<file path="src/rtl/fsb_pkg.sv">
// Shared types and helpers for the front-side-bus region controller.
package fsb_pkg;

  localparam int unsigned WAIT_W             = 4;
  localparam logic [31:0] DEFAULT_ERROR_DATA = 32'hDEAD_BEEF;

  // Widest flat parameter vector and widest single field fieldOf can handle.
  localparam int unsigned FLAT_MAX  = 1024;
  localparam int unsigned FIELD_MAX = 64;

  typedef enum logic [1:0] {
    IDLE,
    ACTIVE,
    DONE,
    ERROR
  } fsbState_t;

  // Extract field idx (each width bits, field 0 in the LSBs) from a flat vector.
  function automatic logic [FIELD_MAX-1:0] fieldOf(
    input logic [FLAT_MAX-1:0] flat,
    input int unsigned         idx,
    input int unsigned         width
  );
    logic [FIELD_MAX-1:0] mask;
    mask    = (FIELD_MAX'(1) << width) - FIELD_MAX'(1);
    fieldOf = FIELD_MAX'(flat >> (idx * width)) & mask;
  endfunction

endpackage

</file>
<file path="src/rtl/fsb_region_match.sv">
// Combinational address decoder: one-hot window hit, lowest index wins.
module fsb_region_match
  import fsb_pkg::*;
#(
  parameter int unsigned               ADDR_W      = 32,
  parameter int unsigned               REGIONS     = 4,
  parameter logic [REGIONS*ADDR_W-1:0] REGION_BASE = {32'h1000_0000, 32'h800, 32'h400, 32'h0},
  parameter logic [REGIONS*ADDR_W-1:0] REGION_SIZE = {32'h1000_0000, 32'h10, 32'h400, 32'h400}
) (
  input  logic [ADDR_W-1:0]  iAddress,
  output logic [REGIONS-1:0] oHit,
  output logic               oAny
);

  logic [ADDR_W:0] winBase;
  logic [ADDR_W:0] winSize;
  logic [ADDR_W:0] addrExt;
  logic            found;

  // Walk windows in index order; the first enabled window containing the address claims it.
  always_comb begin
    oHit    = '0;
    found   = 1'b0;
    winBase = '0;
    winSize = '0;
    addrExt = {1'b0, iAddress};
    for (int unsigned i = 0; i < REGIONS; i++) begin
      winBase = {1'b0, ADDR_W'(fieldOf(FLAT_MAX'(REGION_BASE), i, ADDR_W))};
      winSize = {1'b0, ADDR_W'(fieldOf(FLAT_MAX'(REGION_SIZE), i, ADDR_W))};
      // End is formed one bit wider so a window reaching the top of the map does not wrap.
      if (!found && (winSize != '0) && (addrExt >= winBase) && (addrExt < winBase + winSize)) begin
        oHit[i] = 1'b1;
        found   = 1'b1;
      end
    end
    oAny = found;
  end

endmodule

</file>
<file path="src/rtl/fsb_region_controller.sv">
// FSB region controller: decode, wait states, ext-ready, timeout and read-data return.
module fsb_region_controller
  import fsb_pkg::*;
#(
  parameter int unsigned               ADDR_W        = 32,
  parameter int unsigned               DATA_W        = 32,
  parameter int unsigned               REGIONS       = 4,
  parameter logic [REGIONS*ADDR_W-1:0] REGION_BASE   = {32'h1000_0000, 32'h800, 32'h400, 32'h0},
  parameter logic [REGIONS*ADDR_W-1:0] REGION_SIZE   = {32'h1000_0000, 32'h10, 32'h400, 32'h400},
  parameter logic [REGIONS*WAIT_W-1:0] REGION_WAIT   = {4'd0, 4'd1, 4'd0, 4'd0},
  parameter logic [REGIONS-1:0]        REGION_EXTRDY = 4'b1000,
  parameter int unsigned               TIMEOUT       = 64,
  parameter logic [DATA_W-1:0]         ERROR_DATA    = DEFAULT_ERROR_DATA
) (
  input  logic                      iClock,
  input  logic                      iReset,
  input  logic                      iRequest,
  input  logic                      iWrite,
  input  logic [ADDR_W-1:0]         iAddress,
  input  logic [REGIONS-1:0]        iSlaveReady,
  input  logic [REGIONS*DATA_W-1:0] iSlaveData,
  output logic [REGIONS-1:0]        oSelect,
  output logic                      oWrite,
  output logic [ADDR_W-1:0]         oAddress,
  output logic                      oReady,
  output logic                      oBusError,
  output logic [DATA_W-1:0]         oReadData,
  output logic                      oBusy
);

  localparam int unsigned TO_W    = $clog2(TIMEOUT + 1);
  localparam logic [TO_W-1:0] TO_LAST = TO_W'(TIMEOUT - 1);

  fsbState_t           state, stateNext;
  logic [WAIT_W-1:0]   waitCnt, waitNext;
  logic [TO_W-1:0]     toCnt, toNext;
  logic [REGIONS-1:0]  selNext;
  logic [ADDR_W-1:0]   addrNext;
  logic                writeNext;
  logic [DATA_W-1:0]   rdataNext;

  logic [REGIONS-1:0]  hitSel;
  logic                hitAny;
  logic [WAIT_W-1:0]   hitWait;
  logic                slaveOk;
  logic [DATA_W-1:0]   selData;

  fsb_region_match #(
    .ADDR_W      (ADDR_W),
    .REGIONS     (REGIONS),
    .REGION_BASE (REGION_BASE),
    .REGION_SIZE (REGION_SIZE)
  ) uMatch (
    .iAddress (iAddress),
    .oHit     (hitSel),
    .oAny     (hitAny)
  );

  // Wait-state count of the window being decoded this cycle.
  always_comb begin
    hitWait = '0;
    for (int unsigned i = 0; i < REGIONS; i++) begin
      if (hitSel[i]) hitWait = hitWait | WAIT_W'(fieldOf(FLAT_MAX'(REGION_WAIT), i, WAIT_W));
    end
  end

  // Ready and read data of the currently selected slave, muxed by the one-hot select.
  always_comb begin
    slaveOk = 1'b0;
    selData = '0;
    for (int unsigned i = 0; i < REGIONS; i++) begin
      if (oSelect[i]) begin
        slaveOk = slaveOk | !REGION_EXTRDY[i] | iSlaveReady[i];
        selData = selData | iSlaveData[i*DATA_W +: DATA_W];
      end
    end
  end

  // Next-state, counter and datapath decisions.
  always_comb begin
    stateNext = state;
    waitNext  = waitCnt;
    toNext    = toCnt;
    selNext   = oSelect;
    addrNext  = oAddress;
    writeNext = oWrite;
    rdataNext = oReadData;
    unique case (state)
      IDLE: begin
        if (iRequest) begin
          addrNext  = iAddress;
          writeNext = iWrite;
          if (hitAny) begin
            stateNext = ACTIVE;
            selNext   = hitSel;
            waitNext  = hitWait;
            toNext    = '0;
          end else begin
            stateNext = ERROR;
            selNext   = '0;
            rdataNext = ERROR_DATA;
          end
        end
      end
      ACTIVE: begin
        if (waitCnt != '0) waitNext = waitCnt - WAIT_W'(1);
        if (toCnt != TO_LAST) toNext = toCnt + TO_W'(1);
        // Completion is tested first so it wins over a coincident timeout.
        if ((waitCnt == '0) && slaveOk) begin
          stateNext = DONE;
          selNext   = '0;
          if (!oWrite) rdataNext = selData;
        end else if (toCnt == TO_LAST) begin
          stateNext = ERROR;
          selNext   = '0;
          rdataNext = ERROR_DATA;
        end
      end
      DONE, ERROR: begin
        stateNext = IDLE;
      end
      default: begin
        stateNext = IDLE;
        selNext   = '0;
      end
    endcase
  end

  // State, counters and registered outputs; reset aborts any cycle in flight.
  always_ff @(posedge iClock) begin
    if (iReset) begin
      state     <= IDLE;
      waitCnt   <= '0;
      toCnt     <= '0;
      oSelect   <= '0;
      oAddress  <= '0;
      oWrite    <= 1'b0;
      oReadData <= '0;
    end else begin
      state     <= stateNext;
      waitCnt   <= waitNext;
      toCnt     <= toNext;
      oSelect   <= selNext;
      oAddress  <= addrNext;
      oWrite    <= writeNext;
      oReadData <= rdataNext;
    end
  end

  // Handshake strobes decoded straight from the state register.
  always_comb begin
    oReady    = (state == DONE) || (state == ERROR);
    oBusError = (state == ERROR);
    oBusy     = (state != IDLE);
  end

endmodule

</file>
<file path="config.mk">
export PLATFORM = sky130hd
export DESIGN_NAME = fsb_region_controller
export DESIGN_NICKNAME = d
export VERILOG_FILES = /design/src/rtl/fsb_pkg.sv /design/src/rtl/fsb_region_match.sv /design/src/rtl/fsb_region_controller.sv
export SDC_FILE = /design/constraint.sdc
export NUM_CORES = 1
export LEC_CHECK = 0
export ABC_AREA = 1
export CORE_MARGIN = 2
export CORE_UTILIZATION = 40
export DETAILED_ROUTE_END_ITERATION = 16
export GPL_TIMING_DRIVEN = 1
export PLACE_DENSITY = 0.82
export SLEW_MARGIN = 20
export SYNTH_ARGS = -nofsm -noshare
export SYNTH_HDL_FRONTEND = slang
export SYNTH_HIERARCHICAL = 1
export SYNTH_SLANG_ARGS = --single-unit
export TNS_END_PERCENT = 20
</file>
<file path="constraint.sdc">
create_clock -name iClock -period 3.6 [get_ports iClock]
set_input_delay 0.72 -clock iClock [delete_from_list [all_inputs] [get_ports iClock]]
set_output_delay 0.72 -clock iClock [all_outputs]
set_load 0.02 [all_outputs]
</file>
Yosys cells after proc, flatten, opt, wreduce, memory -nomap -nowiden --
Cells that the tools add are included.
Cells by class: $add $sub $neg 2, order comparisons 7, equal/unequal tests 12, multiplexer cells 40, bitwise logic cells 4, reductions and logical operators 23
Operator list (number):
- $mux W32 | 9
- $or A32 B32 Y32 | 3
- $lt A32 B12 Y1 const B | 2
- $pmux W32 S2 | 1
- $ge A32 B11 Y1 const B | 1
- $ge A32 B12 Y1 const B | 1
- $ge A32 B29 Y1 const B | 1
- $lt A32 B11 Y1 const B | 1
- $lt A32 B30 Y1 const B | 1
- $mux W4 | 7
- $mux W7 | 3
- $pmux W4 S2 | 2
- $pmux W7 S2 | 1
- $mux W1 | 12
- $ne A2 B2 Y1 const B | 5
- $mux W2 | 4
- $reduce_and A4 Y1 | 2
- $add A7 B1 Y7 const B | 1
- $eq A7 B6 Y1 const B | 1
- $logic_and A1 B1 Y1 | 7
- $ne A7 B6 Y1 const B | 1
- $ne A3 B3 Y1 const B | 2
- $pmux W2 S3 | 1
- $reduce_and A5 Y1 | 1
- other kinds (13) | 18
Storage, ports and cells: bits in registers 82, input bits 168, output and inout bits 72, logic and storage cells 95

Longest topological paths before layout --
Gate-level depths: netlist of run 1.
depth after elaboration 17, gate-level depth with buffers 14, depth with buffers taken out 14

By module --
Netlist of run 1, hierarchy kept.
By module, submodules not included:
- fsb_region_controller | instances 1, cells an instance 669, area an instance 4195.3 um^2, sequential area each 1641.6 um^2
- fsb_region_match | instances 1, cells an instance 64, area an instance 246.5 um^2, sequential area each 0.0 um^2

Worst setup path after synthesis of run 1 --
Ideal clock, no wire load.
kind input to register, start point in iAddress[21], end point reg toCnt[4], library setup time 0.115 ns, arrival 1.868 ns, required time 3.485 ns, slack 1.617 ns, cell stages on the path 12, buffers on the path 0, path through nor2_1 -> nand2_1 -> nor2_1 -> nand3_1 -> nand3_1 -> nor2_1 -> nor2_1 -> nand2_2 -> inv_2 -> nand2_1 -> o21ai_1 -> nor2_1
Between the ends: longest elaborated chain between the ends 16, elaborated cells on any way between the ends 22, classes of those cells 7 x order compare; 1 x eq/ne; 4 x mux; 10 x reduce/logical
RTL lines:
- start, declared | line fsb_region_controller.sv:19 | input logic [ADDR_W-1:0] iAddress,
- $lt A32 B11 Y1 | line fsb_region_match.sv:31 | if (!found && (winSize != '0) && (addrExt >= winBase) && (addrExt < winBase + winSize)) begin
- $mux W1 | line fsb_region_match.sv:31
- $logic_not A1 Y1 | line fsb_region_match.sv:31
- $logic_and A1 B1 Y1 (2 in a row) | line fsb_region_match.sv:31
- $mux W1 | line fsb_region_match.sv:31
- $logic_not A1 Y1 | line fsb_region_match.sv:31
- $logic_and A1 B1 Y1 (2 in a row) | line fsb_region_match.sv:31
- $mux W1 | line fsb_region_match.sv:31
- $logic_not A1 Y1 | line fsb_region_match.sv:31
- $logic_and A1 B1 Y1 (2 in a row) | line fsb_region_match.sv:31
- $mux W1 * | line fsb_region_match.sv:31
- net hitAny | line fsb_region_controller.sv:43 | logic hitAny;
- $ne A2 B2 Y1 (no source line) *
- $reduce_and A4 Y1 (no source line) *
- end signal, assigned | line fsb_region_controller.sv:142 | toCnt <= toNext;
- end, declared | line fsb_region_controller.sv:36 | logic [TO_W-1:0] toCnt, toNext;
The timed path passes the listed nets; every way through them passes the cells marked *. A chain may end at the register's enable or synchronous reset.

Worst setup path after layout of run 1 --
start point in iAddress[10], end point reg oReadData[22]
Between the ends: longest elaborated chain between the ends 16, elaborated cells on any way between the ends 22, classes of those cells 7 x order compare; 1 x eq/ne; 4 x mux; 10 x reduce/logical
RTL lines:
- $lt A32 B11 Y1 | line fsb_region_match.sv:31
- $mux W1 | line fsb_region_match.sv:31
- $logic_not A1 Y1 | line fsb_region_match.sv:31
- $logic_and A1 B1 Y1 (2 in a row) | line fsb_region_match.sv:31
- $mux W1 | line fsb_region_match.sv:31
- $logic_not A1 Y1 | line fsb_region_match.sv:31
- $logic_and A1 B1 Y1 (2 in a row) | line fsb_region_match.sv:31
- $mux W1 | line fsb_region_match.sv:31
- $logic_not A1 Y1 | line fsb_region_match.sv:31
- $logic_and A1 B1 Y1 (2 in a row) | line fsb_region_match.sv:31
- $mux W1 * | line fsb_region_match.sv:31
- net hitAny | line fsb_region_controller.sv:43
- $ne A2 B2 Y1 (no source line) *
- $reduce_and A5 Y1 (no source line) *
- end signal, assigned | line fsb_region_controller.sv:146 | oReadData <= rdataNext;
- end, declared | line fsb_region_controller.sv:27 | output logic [DATA_W-1:0] oReadData,
Marks and branches as above.

==> results of run 1 <==
kinds of logic (layout without fill, tap and decap cells):
group / Yosys count / count (layout) / synth area share [%]
AND/OR/NAND/NOR: 497 / 497 / 47.0
adder cells (fa/ha/maj): 2 / 2 / 0.563
flip-flops: 82 / 82 / 37.0
AO/OA/AOI/OAI: 61 / 61 / 6.99
buffers and inverters: 91 / 307 / 8.48
critical path: stages:
cell             delay, ns
clkdlybuf4s50_1       0.51
inv_1                 0.07
nand2_1               0.06
nor2_1                0.05
nand2_1               0.06
nor2_1                0.04
nand2_1               0.09
nand3_1               0.17
nand2_1               0.16
nand2_2               0.11
inv_2                 0.42
nand2_1               0.14
nand2_1               0.09
nand2_1               0.04
nor2_1                0.10
state kept, by name (all words and copies together) (netlist names):
name and count:
oSelect 4, oWrite 1, toCnt 7, state 2
oAddress 32, waitCnt 4, oReadData 32
where the power goes:
group,internal (uW),total [uW],switching (uW)
logic,494,1060,562
registers,1030,1110,74.2
clock network,341,690,349
metal layers:
metal | vias up | GRT usage (%)
met5 | - | 0
met4 | 0 | 9.04
met3 | 32 | 4.86
met2 | 142 | 43.2
met1 | 2349 | 31.5
li1 | 2736 | -
placed cells by master (no fill, tap or decap), types with 2 or more instances in the layout:
master and instances:
inv_2 7, clkinv_4 2, o21ai_0 39, clkbuf_8 10, nor2_4 2, dfxtp_1 82
buf_4 6, inv_1 42, nor2_1 189, nor3_1 2, o21ai_1 3, clkdlybuf4s50_1 236
a21oi_1 17, nand3_1 48, ha_1 2, nand2_1 213, nand4_1 33, nand2_2 4
worst min-delay path by stage:
stage / end / startpoint
4_1_cts: waitCnt[3] / waitCnt[3]
3_5_place_dp: waitCnt[3] / waitCnt[3]
2_1_floorplan: toCnt[2] / toCnt[2]
5_1_grt: waitCnt[3] / waitCnt[3]
3_3_place_gp: waitCnt[3] / waitCnt[3]
6_report: waitCnt[3] / waitCnt[3]
area by class of cell:
type	count	area, sq um	area share, %
Timing Repair Buffer	243	2430	34.4
Clock inverter	5	63.8	0.905
Sequential cell	82	1640	23.3
Multi-Input combinational cell	560	2420	34.4
Tap cell	140	175	2.48
Inverter	49	184	2.61
Clock buffer	10	138	1.95
through the flow:
stage                     cell area (sq um)  util, %  power [uW]  hold WS, ns  cells
after global routing                   7050     65.1        3010        0.507   1089
after global placement                 6850     63.2        2170        0.449   1074
after floorplan                        4440        -        1670        0.434    733
after detailed placement               6850     63.2        2190        0.458   1074
final                                  7050     65.1        2850        0.472   1089
after CTS                              7050     65.1        2870        0.471   1089
==> tab_implementation.tex, run 1 <==
\begin{tabular}{lr}
\hline
Metric & Value \\
\hline
\multicolumn{2}{l}{\textbf{Logic synthesis}} \\
Most common library cells after synthesis & 213 x nand2\_1, 189 x nor2\_1, 82 x dfxtp\_1 \\
Fraction of synthesized cell area taken by the top area cell type & 37.0\% \\
Mapped Cells & 733 \\
Post-synthesis register bit count & between 80 and 90 \\
Leading post-synthesis cells by cell area & dfxtp\_1 37\%, nand2\_1 18\%, nor2\_1 16\% \\
EDFF count, synth & 0 \\
Cell type with the highest aggregate area in the netlist & dfxtp\_1 \\
Sequential cell area fraction in the yosys report & between 30 and 40\% \\
Prevailing post-synth register cell & dfxtp\_1 \\
Cell Area, Synth & 4440 sq um \\
Post-synthesis async set-or-reset flop share & 0\% \\
Distinct cells, synth & 26 \\
Most common cell in the synthesized netlist & nand2\_1 \\
Number of synthesis warnings & 6 \\
Syn avg cell area & 6.06 sq um \\
Syn\_nets & 903 \\
\multicolumn{2}{l}{\textbf{Route}} \\
Post-Route M1 WL & 6.52 mm \\
Post-route DRC & 0 \\
Average wire length per cell after detail routing & 14.5 um \\
Topmost layer with routed signal wires & met4 \\
Pre-Repair DR Iteration Count & 6 \\
DRC violation total after the first TritonRoute iteration & between 200 and 300 \\
WL final & 15.8 mm \\
Met3 WL post-DR & 1.06 mm \\
Average via count per standard cell & just under 5 \\
Length of routed met2 wiring & 7.84 mm \\
Via count & between 5,000 and 6,000 \\
ANT nets after route & 0 \\
\multicolumn{2}{l}{\textbf{Floorplan}} \\
FP Rows & 38 \\
Top-level I/O count & 240 \\
Die extent in y & $\sim$110 um \\
Core area & 10,800 sq um \\
Total Die Area & approximately 12,000 sq um \\
Die extent in x & between 100 and 150 um \\
Starting density of the core & 41.0\% \\
\multicolumn{2}{l}{\textbf{STA}} \\
RSZ-0062 raised after global routing & no \\
Clock tree skew after final layout & 0.00721 ns \\
Post-layout min period & between 2 and 3 ns \\
Final setup violation count & 0 \\
Smallest setup slack after layout & 1.06 ns \\
Number of hold violations in the final report & 0 \\
Sum of negative setup slack & 0 ns \\
Actual transition at the worst max-transition pin & 0.545 ns \\
Worst relative slew slack & between 60\% and 70\% \\
Final critical-path share of the clock period & 70.6\% \\
Total count of max-transition violations in the final report & 0 \\
Max frequency & slightly below 400 MHz \\
\multicolumn{2}{l}{\textbf{Clock network}} \\
Setup repair bufs after CTS & 0 \\
Cts bufs inserted & 9 \\
Number of hold buffers added after cts & 0 \\
Count of clock tree sinks & 82 \\
Maximum clock path buffer count & 2 \\
CTS clk-pin slew, worst paths & 0.09 ns \\
Number of levels in the clock H-tree & 3 \\
Clk Tree Root Cell & clkbuf\_8 \\
Clock tree from TritonCTS & built \\
Post-cts resize count & 0 \\
Clock insertion delay at the later pin of the skew report & 0.35 ns \\
\multicolumn{2}{l}{\textbf{Setup path}} \\
Critical register-to-register path startpoint & oSelect[1] \\
First element of the critical path & iAddress[10] \\
Critical path type & in -> reg \\
Endpoint of the worst-slack reg-to-reg timing path & oReadData[26] \\
Length in cells of the worst reg-to-reg path & 8 \\
Capture point of the worst path & oReadData[22] \\
Largest driver fanout on the critical path & 32 \\
Arrival @ worst endpoint & between 2 and 3 ns \\
Critical path data required time & $\sim$3.9 ns \\
Setup slack of the worst register-to-register path & approximately 1.4 ns \\
Critical Path Source Type & input pin \\
Kind of end point of the critical path & flip-flop \\
\multicolumn{2}{l}{\textbf{Layout}} \\
Final net count & 1,115 \\
Layout cells sized above 1 & 4.21\% \\
Area added between synthesis and finish & 58.8\% \\
Number of fill cells & 1,005 \\
Antenna Cells & 0 \\
\multicolumn{2}{l}{\textbf{Power}} \\
Ratio of total power to cell area & 405 nW/um\^{}2 \\
Largest voltage drop on the vdd net & about 0.30 mV \\
Leakage power summed over all cells & 0.00298 uW \\
\multicolumn{2}{l}{\textbf{Placed design}} \\
DP Worst Slack & between 0.7 and 0.8 ns \\
Gp weighted congestion & between 0.8 and 0.9 \\
\# port buffers & 236 \\
Sum of net half-perimeters after detailed placement & 11.9 mm \\
\multicolumn{2}{l}{\textbf{GRT}} \\
Number of antenna violations at the first check in global routing & 0 \\
Largest net degree at the start of global routing & 55 \\
First-pass GRT wire length & 23.5 mm \\
Overflow left after global routing & 0 \\
Number of global-route vias before repair & about 4,700 \\
GRT Util Overall & 25.2\% \\
\multicolumn{2}{l}{\textbf{Worst hold path}} \\
Hold path depth & 2 \\
Class of the tightest hold or removal check & reg -> reg \\
\multicolumn{2}{l}{\textbf{Status}} \\
Status & finished, final reports clean \\
\multicolumn{2}{l}{\textbf{Run}} \\
Max-capacitance violation count & 0 \\
\hline
\end{tabular}
Power figures use the tool's default switching activity.
==> run 2: changes to the inputs <==
Clock period 3.6 ns to 2.4 ns, I/O delays scaled along.
==> run 2 against run 1 <==
Register-to-register slack got worse by 0.91 ns. Non-clock buffer count rose by 17. Total power rose by 49%.
==> tab_implementation.tex, run 2 (synthesis results as in run 1) <==
\begin{tabular}{lr}
\hline
Metric & Value \\
\hline
\multicolumn{2}{l}{\textbf{Status}} \\
Status & finished, final reports clean (unchanged) \\
\multicolumn{2}{l}{\textbf{GRT}} \\
First-pass GRT wire length & 23.3 mm (was 23.5 mm) \\
GRT Util Overall & 24.8\% (was 25.2\%) \\
Overflow left after global routing & 0 (unchanged) \\
Largest net degree at the start of global routing & 41 (was 55) \\
Number of global-route vias before repair & 4,778 (was 4,705) \\
Number of antenna violations at the first check in global routing & 0 (unchanged) \\
\multicolumn{2}{l}{\textbf{Setup path}} \\
Endpoint of the worst-slack reg-to-reg timing path & oReadData[0] (was oReadData[26]) \\
Capture point of the worst path & oBusy (was oReadData[22]) \\
Length in cells of the worst reg-to-reg path & 10 (was 8) \\
Top cell family by delay on the critical path & buffers and inverters (was simple AND/OR/NAND/NOR gates) \\
First element of the critical path & state[1] (was iAddress[10]) \\
Kind of end point of the critical path & output pin (was flip-flop) \\
Critical path type & reg -> out (was in -> reg) \\
Largest driver fanout on the critical path & 5 (was 32) \\
Critical path data required time & 1.92 ns (was 3.90 ns) \\
Buf/Inv on CP & 2 (was 3) \\
Stage delay of the slowest cell on the critical path & 0.59 ns (was 0.51 ns) \\
Critical-path cell with the highest stage delay & clkdlybuf4s50\_1 (unchanged) \\
Arrival @ worst endpoint & 1.67 ns (was 2.84 ns) \\
Worst path cell trace & nor2\_1 -> inv\_2 -> clkdlybuf4s50\_1 (was clkdlybuf4s50\_1 -> inv\_1 -> nand2\_1 -> nor2\_1 -> nand2\_1 -> nor2\_1 -> nand2\_1 -> nand3\_1 -> nand2\_1 -> nand2\_2 -> inv\_2 -> nand2\_1 -> nand2\_1 -> nand2\_1 -> nor2\_1) \\
Critical register-to-register path startpoint & waitCnt[0] (was oSelect[1]) \\
Critical Path Source Type & flip-flop (was input pin) \\
Setup slack of the worst register-to-register path & 0.50 ns (was 1.41 ns) \\
Depth of the critical timing path with buffers and inverters included & 3 (was 15) \\
\multicolumn{2}{l}{\textbf{Layout}} \\
Top flop regs & oAddress: 32 flops, oReadData: 32 flops, toCnt: 7 flops (unchanged) \\
Final net count & 1,132 (was 1,115) \\
Leading cell type in the layout, fill and taps excluded & clkdlybuf4s50\_1 (unchanged) \\
Area added between synthesis and finish & 61.5\% (was 58.8\%) \\
Commonest cells after routing, fill and taps aside & 236 x clkdlybuf4s50\_1, 213 x nand2\_1, 189 x nor2\_1 (unchanged) \\
Antenna Cells & 0 (unchanged) \\
Fin area & 7170 sq um (was 7050 sq um) \\
Layout cells sized above 1 & 5.80\% (was 4.21\%) \\
\multicolumn{2}{l}{\textbf{Floorplan}} \\
Die extent in x & 109 um (unchanged) \\
Die extent in y & 109 um (unchanged) \\
Total Die Area & 12,000 sq um (unchanged) \\
Starting density of the core & 41.0\% (unchanged) \\
FP Rows & 38 (unchanged) \\
Top-level I/O count & 240 (unchanged) \\
Core area & 10,800 sq um (unchanged) \\
\multicolumn{2}{l}{\textbf{Route}} \\
Post-route DRC & 0 (unchanged) \\
DRC violation total after the first TritonRoute iteration & 317 (was 257) \\
Pre-Repair DR Iteration Count & 5 (was 6) \\
Post-Route M1 WL & 6.17 mm (was 6.52 mm) \\
Average via count per standard cell & 4.87 (was 4.83) \\
Via count & 5,381 (was 5,259) \\
Average wire length per cell after detail routing & 14.0 um (was 14.5 um) \\
WL final & 15.5 mm (was 15.8 mm) \\
Length of routed met2 wiring & 7.81 mm (was 7.84 mm) \\
Topmost layer with routed signal wires & met4 (unchanged) \\
Met3 WL post-DR & 1.10 mm (was 1.06 mm) \\
ANT nets after route & 0 (unchanged) \\
\multicolumn{2}{l}{\textbf{Clock network}} \\
Maximum clock path buffer count & 2 (unchanged) \\
Number of levels in the clock H-tree & 3 (unchanged) \\
Clk Tree Root Cell & clkbuf\_8 (unchanged) \\
Setup repair bufs after CTS & 0 (unchanged) \\
CTS clk-pin slew, worst paths & 0.08 ns (was 0.09 ns) \\
Post-cts resize count & 0 (unchanged) \\
Clock tree from TritonCTS & built (unchanged) \\
Clock insertion delay at the later pin of the skew report & 0.34 ns (was 0.35 ns) \\
Number of hold buffers added after cts & 0 (unchanged) \\
Cts bufs inserted & 9 (unchanged) \\
Count of clock tree sinks & 82 (unchanged) \\
\multicolumn{2}{l}{\textbf{Power}} \\
Leakage power summed over all cells & 0.00306 uW (was 0.00298 uW) \\
Final Total Pwr & 4260 uW (was 2850 uW) \\
Ratio of total power to cell area & 594 nW/um\^{}2 (was 405 nW/um\^{}2) \\
Largest voltage drop on the vdd net & 0.350 mV (was 0.299 mV) \\
\multicolumn{2}{l}{\textbf{STA}} \\
Clock tree skew after final layout & 0.0117 ns (was 0.00721 ns) \\
Actual transition at the worst max-transition pin & 0.448 ns (was 0.545 ns) \\
Final critical-path share of the clock period & 89.4\% \\
Sum of negative setup slack & 0 ns (unchanged) \\
Final setup violation count & 0 (unchanged) \\
RSZ-0062 raised after global routing & no (unchanged) \\
Total count of max-transition violations in the final report & 0 (unchanged) \\
Number of hold violations in the final report & 0 (unchanged) \\
Max frequency & around 470 MHz \\
Post-layout min period & 2.15 ns \\
Worst relative slew slack & 70.1\% (was 63.6\%) \\
\multicolumn{2}{l}{\textbf{Placed design}} \\
Gp weighted congestion & 0.902 (was 0.804) \\
\# port buffers & 236 (unchanged) \\
Sum of net half-perimeters after detailed placement & 12.0 mm (was 11.9 mm) \\
Post-Place Cell Area & 6980 sq um (was 6850 sq um) \\
\multicolumn{2}{l}{\textbf{Run}} \\
Max-capacitance violation count & 0 (unchanged) \\
\multicolumn{2}{l}{\textbf{Worst hold path}} \\
Class of the tightest hold or removal check & reg -> reg (unchanged) \\
\hline
\end{tabular}
-- run 2: changes by cell type in the layout (fill, tap and decap cells not counted) --
cell,previous run,this run
buf_4,6,23
clkbuf_1,0,1
clkinv_2,0,1
clkinv_4,2,0
-- run 2: layer usage --
layer,GRT usage (%),vias to the layer above
li1,-,2770
met1,29.4,2435
met2,43.8,149
met3,5.51,27
met4,8.86,0
met5,0,-
-- run 2: how the worst min path moves through the flow --
stage / from / end / slack [ns] / cells past startpoint
after floorplan: toCnt[2] / toCnt[2] / 0.43 / 2
after global placement: waitCnt[3] / waitCnt[3] / 0.45 / 2
after detailed placement: waitCnt[3] / waitCnt[3] / 0.45 / 2
after CTS: waitCnt[3] / waitCnt[3] / 0.46 / 2
after global routing: waitCnt[3] / waitCnt[3] / 0.50 / 2
final: waitCnt[3] / waitCnt[3] / 0.46 / 2
-- run 2: layout make-up --
cell class / count / area [sq um]
clock inverters: 4 / 51.3
clock buffers: 11 / 141
multi-input cells: 560 / 2420
flip-flops and latches: 82 / 1640
repair buffers: 260 / 2550
well taps: 140 / 175
inverters: 49 / 184
fillers: 997 / 3670
-- run 2: worst register-to-register path: stages (launching register included) --
cell and delay [ns]:
dfxtp_1 0.33, inv_1 0.08, ha_1 0.20, nand2_1 0.12, nor2_2 0.20, nand2_4 0.09
inv_2 0.16, nor2_4 0.09, nor2_8 0.36, nor2_1 0.09, nor2_1 0.13
-- run 2: per-stage QoR --
stage	setup slack, ns	utilization (%)	hold slack, ns	instances
6_report	0.254	66.2	0.463	1106
5_1_grt	0.108	66.2	0.498	1106
4_1_cts	0.231	66.2	0.465	1106
3_5_place_dp	-0.0275	64.4	0.452	1091
3_3_place_gp	0.00174	64.4	0.451	1091
2_1_floorplan	0.657	-	0.434	733
-- run 2: power by group --
| group | switching [uW] | internal [uW] | leakage, uW | total, uW |
|---|---|---|---|---|
| clock network | 482 | 506 | 0.0000958 | 988 |
| logic | 844 | 765 | 0.00229 | 1610 |
| registers | 111 | 1550 | 0.000677 | 1660 |
==> run 3: changes to the inputs <==
--- a/constraint.sdc
+++ b/constraint.sdc
@@ -3,2 +3,2 @@
 set_output_delay 0.48 -clock iClock [all_outputs]
-set_load 0.02 [all_outputs]
+set_load 0.01 [all_outputs]
==> run 3 against run 2 <==
First-iteration DRC count rose by 1.3%. Design area barely moved. Combinational power fell by 8%. Highest routed layer unchanged. Routed wire length fell by 0.96%.
==> tab_implementation.tex, run 3 (synthesis results as in run 1) <==
\begin{tabular}{lr}
\hline
Metric & Value \\
\hline
\multicolumn{2}{l}{\textbf{Status}} \\
Status & finished, final reports clean (unchanged) \\
\multicolumn{2}{l}{\textbf{STA}} \\
RSZ-0062 raised after global routing & no (unchanged) \\
Number of hold violations in the final report & 0 (unchanged) \\
Total count of max-transition violations in the final report & 0 (unchanged) \\
Final critical-path share of the clock period & 87.0\% (was 89.4\%) \\
Final setup violation count & 0 (unchanged) \\
Clock tree skew after final layout & 0.00801 ns (was 0.0117 ns) \\
Worst hold slack after final layout & 0.460 ns (was 0.463 ns) \\
Sum of negative setup slack & 0 ns (unchanged) \\
Actual transition at the worst max-transition pin & 0.434 ns (was 0.448 ns) \\
Worst relative slew slack & 71.1\% (was 70.1\%) \\
Post-layout min period & 2.09 ns (was 2.15 ns) \\
Max frequency & 479 MHz (was 466 MHz) \\
\multicolumn{2}{l}{\textbf{Setup path}} \\
Top cell family by delay on the critical path & simple AND/OR/NAND/NOR gates (was buffers and inverters) \\
Critical path type & in -> reg (was reg -> out) \\
Critical path data required time & 2.65 ns (was 1.92 ns) \\
Most used cell along the critical path & nor2\_1 \\
Largest driver fanout on the critical path & 7 (was 5) \\
Kind of end point of the critical path & flip-flop (was output pin) \\
Worst path cell trace & clkdlybuf4s50\_1 -> nor2\_1 -> nand3\_1 -> nor2\_1 -> nand3\_1 -> nand3\_1 -> nor2\_1 -> nor2\_1 -> nand2\_2 -> inv\_2 -> nand2\_1 -> o21ai\_1 -> nor2\_1 (was nor2\_1 -> inv\_2 -> clkdlybuf4s50\_1) \\
Critical Path Source Type & input pin (was flip-flop) \\
Stage delay of the slowest cell on the critical path & 0.43 ns (was 0.59 ns) \\
Arrival @ worst endpoint & 2.34 ns (was 1.67 ns) \\
Buf/Inv on CP & 2 (unchanged) \\
Critical register-to-register path startpoint & waitCnt[0] (unchanged) \\
Setup slack of the worst register-to-register path & 0.53 ns (was 0.50 ns) \\
First element of the critical path & iAddress[16] (was state[1]) \\
Critical-path cell with the highest stage delay & clkdlybuf4s50\_1 (unchanged) \\
\multicolumn{2}{l}{\textbf{GRT}} \\
Number of global-route vias before repair & 4,800 (was 4,778) \\
Largest net degree at the start of global routing & 41 (unchanged) \\
First-pass GRT wire length & 23.4 mm (was 23.3 mm) \\
GRT Util Overall & 24.8\% (about the same) \\
Overflow left after global routing & 0 (unchanged) \\
Number of antenna violations at the first check in global routing & 0 (unchanged) \\
\multicolumn{2}{l}{\textbf{Power}} \\
Leakage power summed over all cells & 0.00306 uW (about the same) \\
Ratio of total power to cell area & 571 nW/um\^{}2 (was 594 nW/um\^{}2) \\
Largest voltage drop on the vdd net & 0.387 mV (was 0.350 mV) \\
\multicolumn{2}{l}{\textbf{Route}} \\
Post-route DRC & 0 (unchanged) \\
Topmost layer with routed signal wires & met4 (unchanged) \\
Average via count per standard cell & 4.76 (was 4.87) \\
Met3 WL post-DR & 1.00 mm (was 1.10 mm) \\
WL final & 15.3 mm (was 15.5 mm) \\
Post-Route M1 WL & 6.27 mm (was 6.17 mm) \\
Pre-Repair DR Iteration Count & 5 (unchanged) \\
Via count & 5,272 (was 5,381) \\
Average wire length per cell after detail routing & 13.9 um (was 14.0 um) \\
ANT nets after route & 0 (unchanged) \\
DRC violation total after the first TritonRoute iteration & 321 (was 317) \\
Length of routed met2 wiring & 7.70 mm (was 7.81 mm) \\
\multicolumn{2}{l}{\textbf{Clock network}} \\
Post-cts resize count & 0 (unchanged) \\
Setup repair bufs after CTS & 0 (unchanged) \\
Cts bufs inserted & 9 (unchanged) \\
Maximum clock path buffer count & 2 (unchanged) \\
Number of levels in the clock H-tree & 3 (unchanged) \\
CTS clk-pin slew, worst paths & 0.08 ns (about the same) \\
Number of hold buffers added after cts & 0 (unchanged) \\
Count of clock tree sinks & 82 (unchanged) \\
Clock insertion delay at the later pin of the skew report & 0.35 ns (was 0.34 ns) \\
Clk Tree Root Cell & clkbuf\_8 (unchanged) \\
Clock tree from TritonCTS & built (unchanged) \\
\multicolumn{2}{l}{\textbf{Worst hold path}} \\
Class of the tightest hold or removal check & reg -> reg (unchanged) \\
Hold path startpoint & waitCnt[3] (unchanged) \\
\multicolumn{2}{l}{\textbf{Layout}} \\
Leading cell type in the layout, fill and taps excluded & clkdlybuf4s50\_1 (unchanged) \\
Final net count & 1,133 (was 1,132) \\
Top flop regs & oAddress: 32 flops, oReadData: 32 flops, toCnt: 7 flops (unchanged) \\
Fin area & 7170 sq um (about the same) \\
Commonest cells after routing, fill and taps aside & 236 x clkdlybuf4s50\_1, 213 x nand2\_1, 189 x nor2\_1 (unchanged) \\
Area added between synthesis and finish & 61.4\% (was 61.5\%) \\
Cell Count, Final, Fillers Out & 1,107 (was 1,106) \\
Layout cells sized above 1 & 5.89\% (was 5.80\%) \\
Antenna Cells & 0 (unchanged) \\
Final Util & 66.1\% (was 66.2\%) \\
\multicolumn{2}{l}{\textbf{Placed design}} \\
\# port buffers & 236 (unchanged) \\
Post-Place Cells & 1,092 (was 1,091) \\
Gp weighted congestion & 0.878 (was 0.902) \\
Post-Place Cell Area & 6990 sq um (was 6980 sq um) \\
Sum of net half-perimeters after detailed placement & 11.9 mm (was 12.0 mm) \\
\multicolumn{2}{l}{\textbf{Floorplan}} \\
Die extent in y & 109 um (unchanged) \\
Top-level I/O count & 240 (unchanged) \\
Starting density of the core & 41.0\% (unchanged) \\
Core area & 10,800 sq um (unchanged) \\
FP Rows & 38 (unchanged) \\
Die extent in x & 109 um (unchanged) \\
Total Die Area & 12,000 sq um (unchanged) \\
\multicolumn{2}{l}{\textbf{Run}} \\
Max-capacitance violation count & 0 (unchanged) \\
\hline
\end{tabular}
-- run 3: cell types whose count changed in the layout (fill, tap and decap cells not counted), sizes merged --
cell,delta
clkinv,+2
clkbuf,-1
buf,+1
inv,-1
-- run 3: metal layers --
layer  global-route usage [%]  vias up
met3                     5.04       28
met5                        0        -
met1                     30.3     2331
li1                         -     2770
met2                     43.3      143
met4                     8.86        0
-- run 3: final cells by class --
cell class              count  area [sq um]
clock buffers              10           128
clock inverters             5          56.3
well taps                 140           175
repair buffers            261          2560
inverters                  49           184
fillers                  1004          3670
multi-input cells         560          2420
flip-flops and latches     82          1640
-- run 3: path summary, 6_finish.rpt --
path / endpoint / cells past startpoint
max: toCnt[4] / 13
min: waitCnt[3] / 2
max reg2reg: oReadData[1] / 10
min reg2reg: waitCnt[3] / 2
-- run 3: where the power goes --
part / internal, uW / total (uW) / switching (uW) / leakage, uW
combinational: 768 / 1480 / 711 / 0.00229
clock: 473 / 960 / 486 / 0.0000921
sequential: 1550 / 1660 / 104 / 0.000677
-- run 3: worst min-delay path, cell delays in order, from the launching register on --
cell and delay [ns]:
dfxtp_1 0.33, inv_1 0.05, a21oi_1 0.05
-- run 3: per-stage QoR --
stage               total power (uW)  setup slack [ns]
floorplan                       2370             0.657
global placement                3150          -0.00261
detailed placement              3170           -0.0375
CTS                             4150             0.297
global route                    4370            0.0551
finish                          4090             0.312
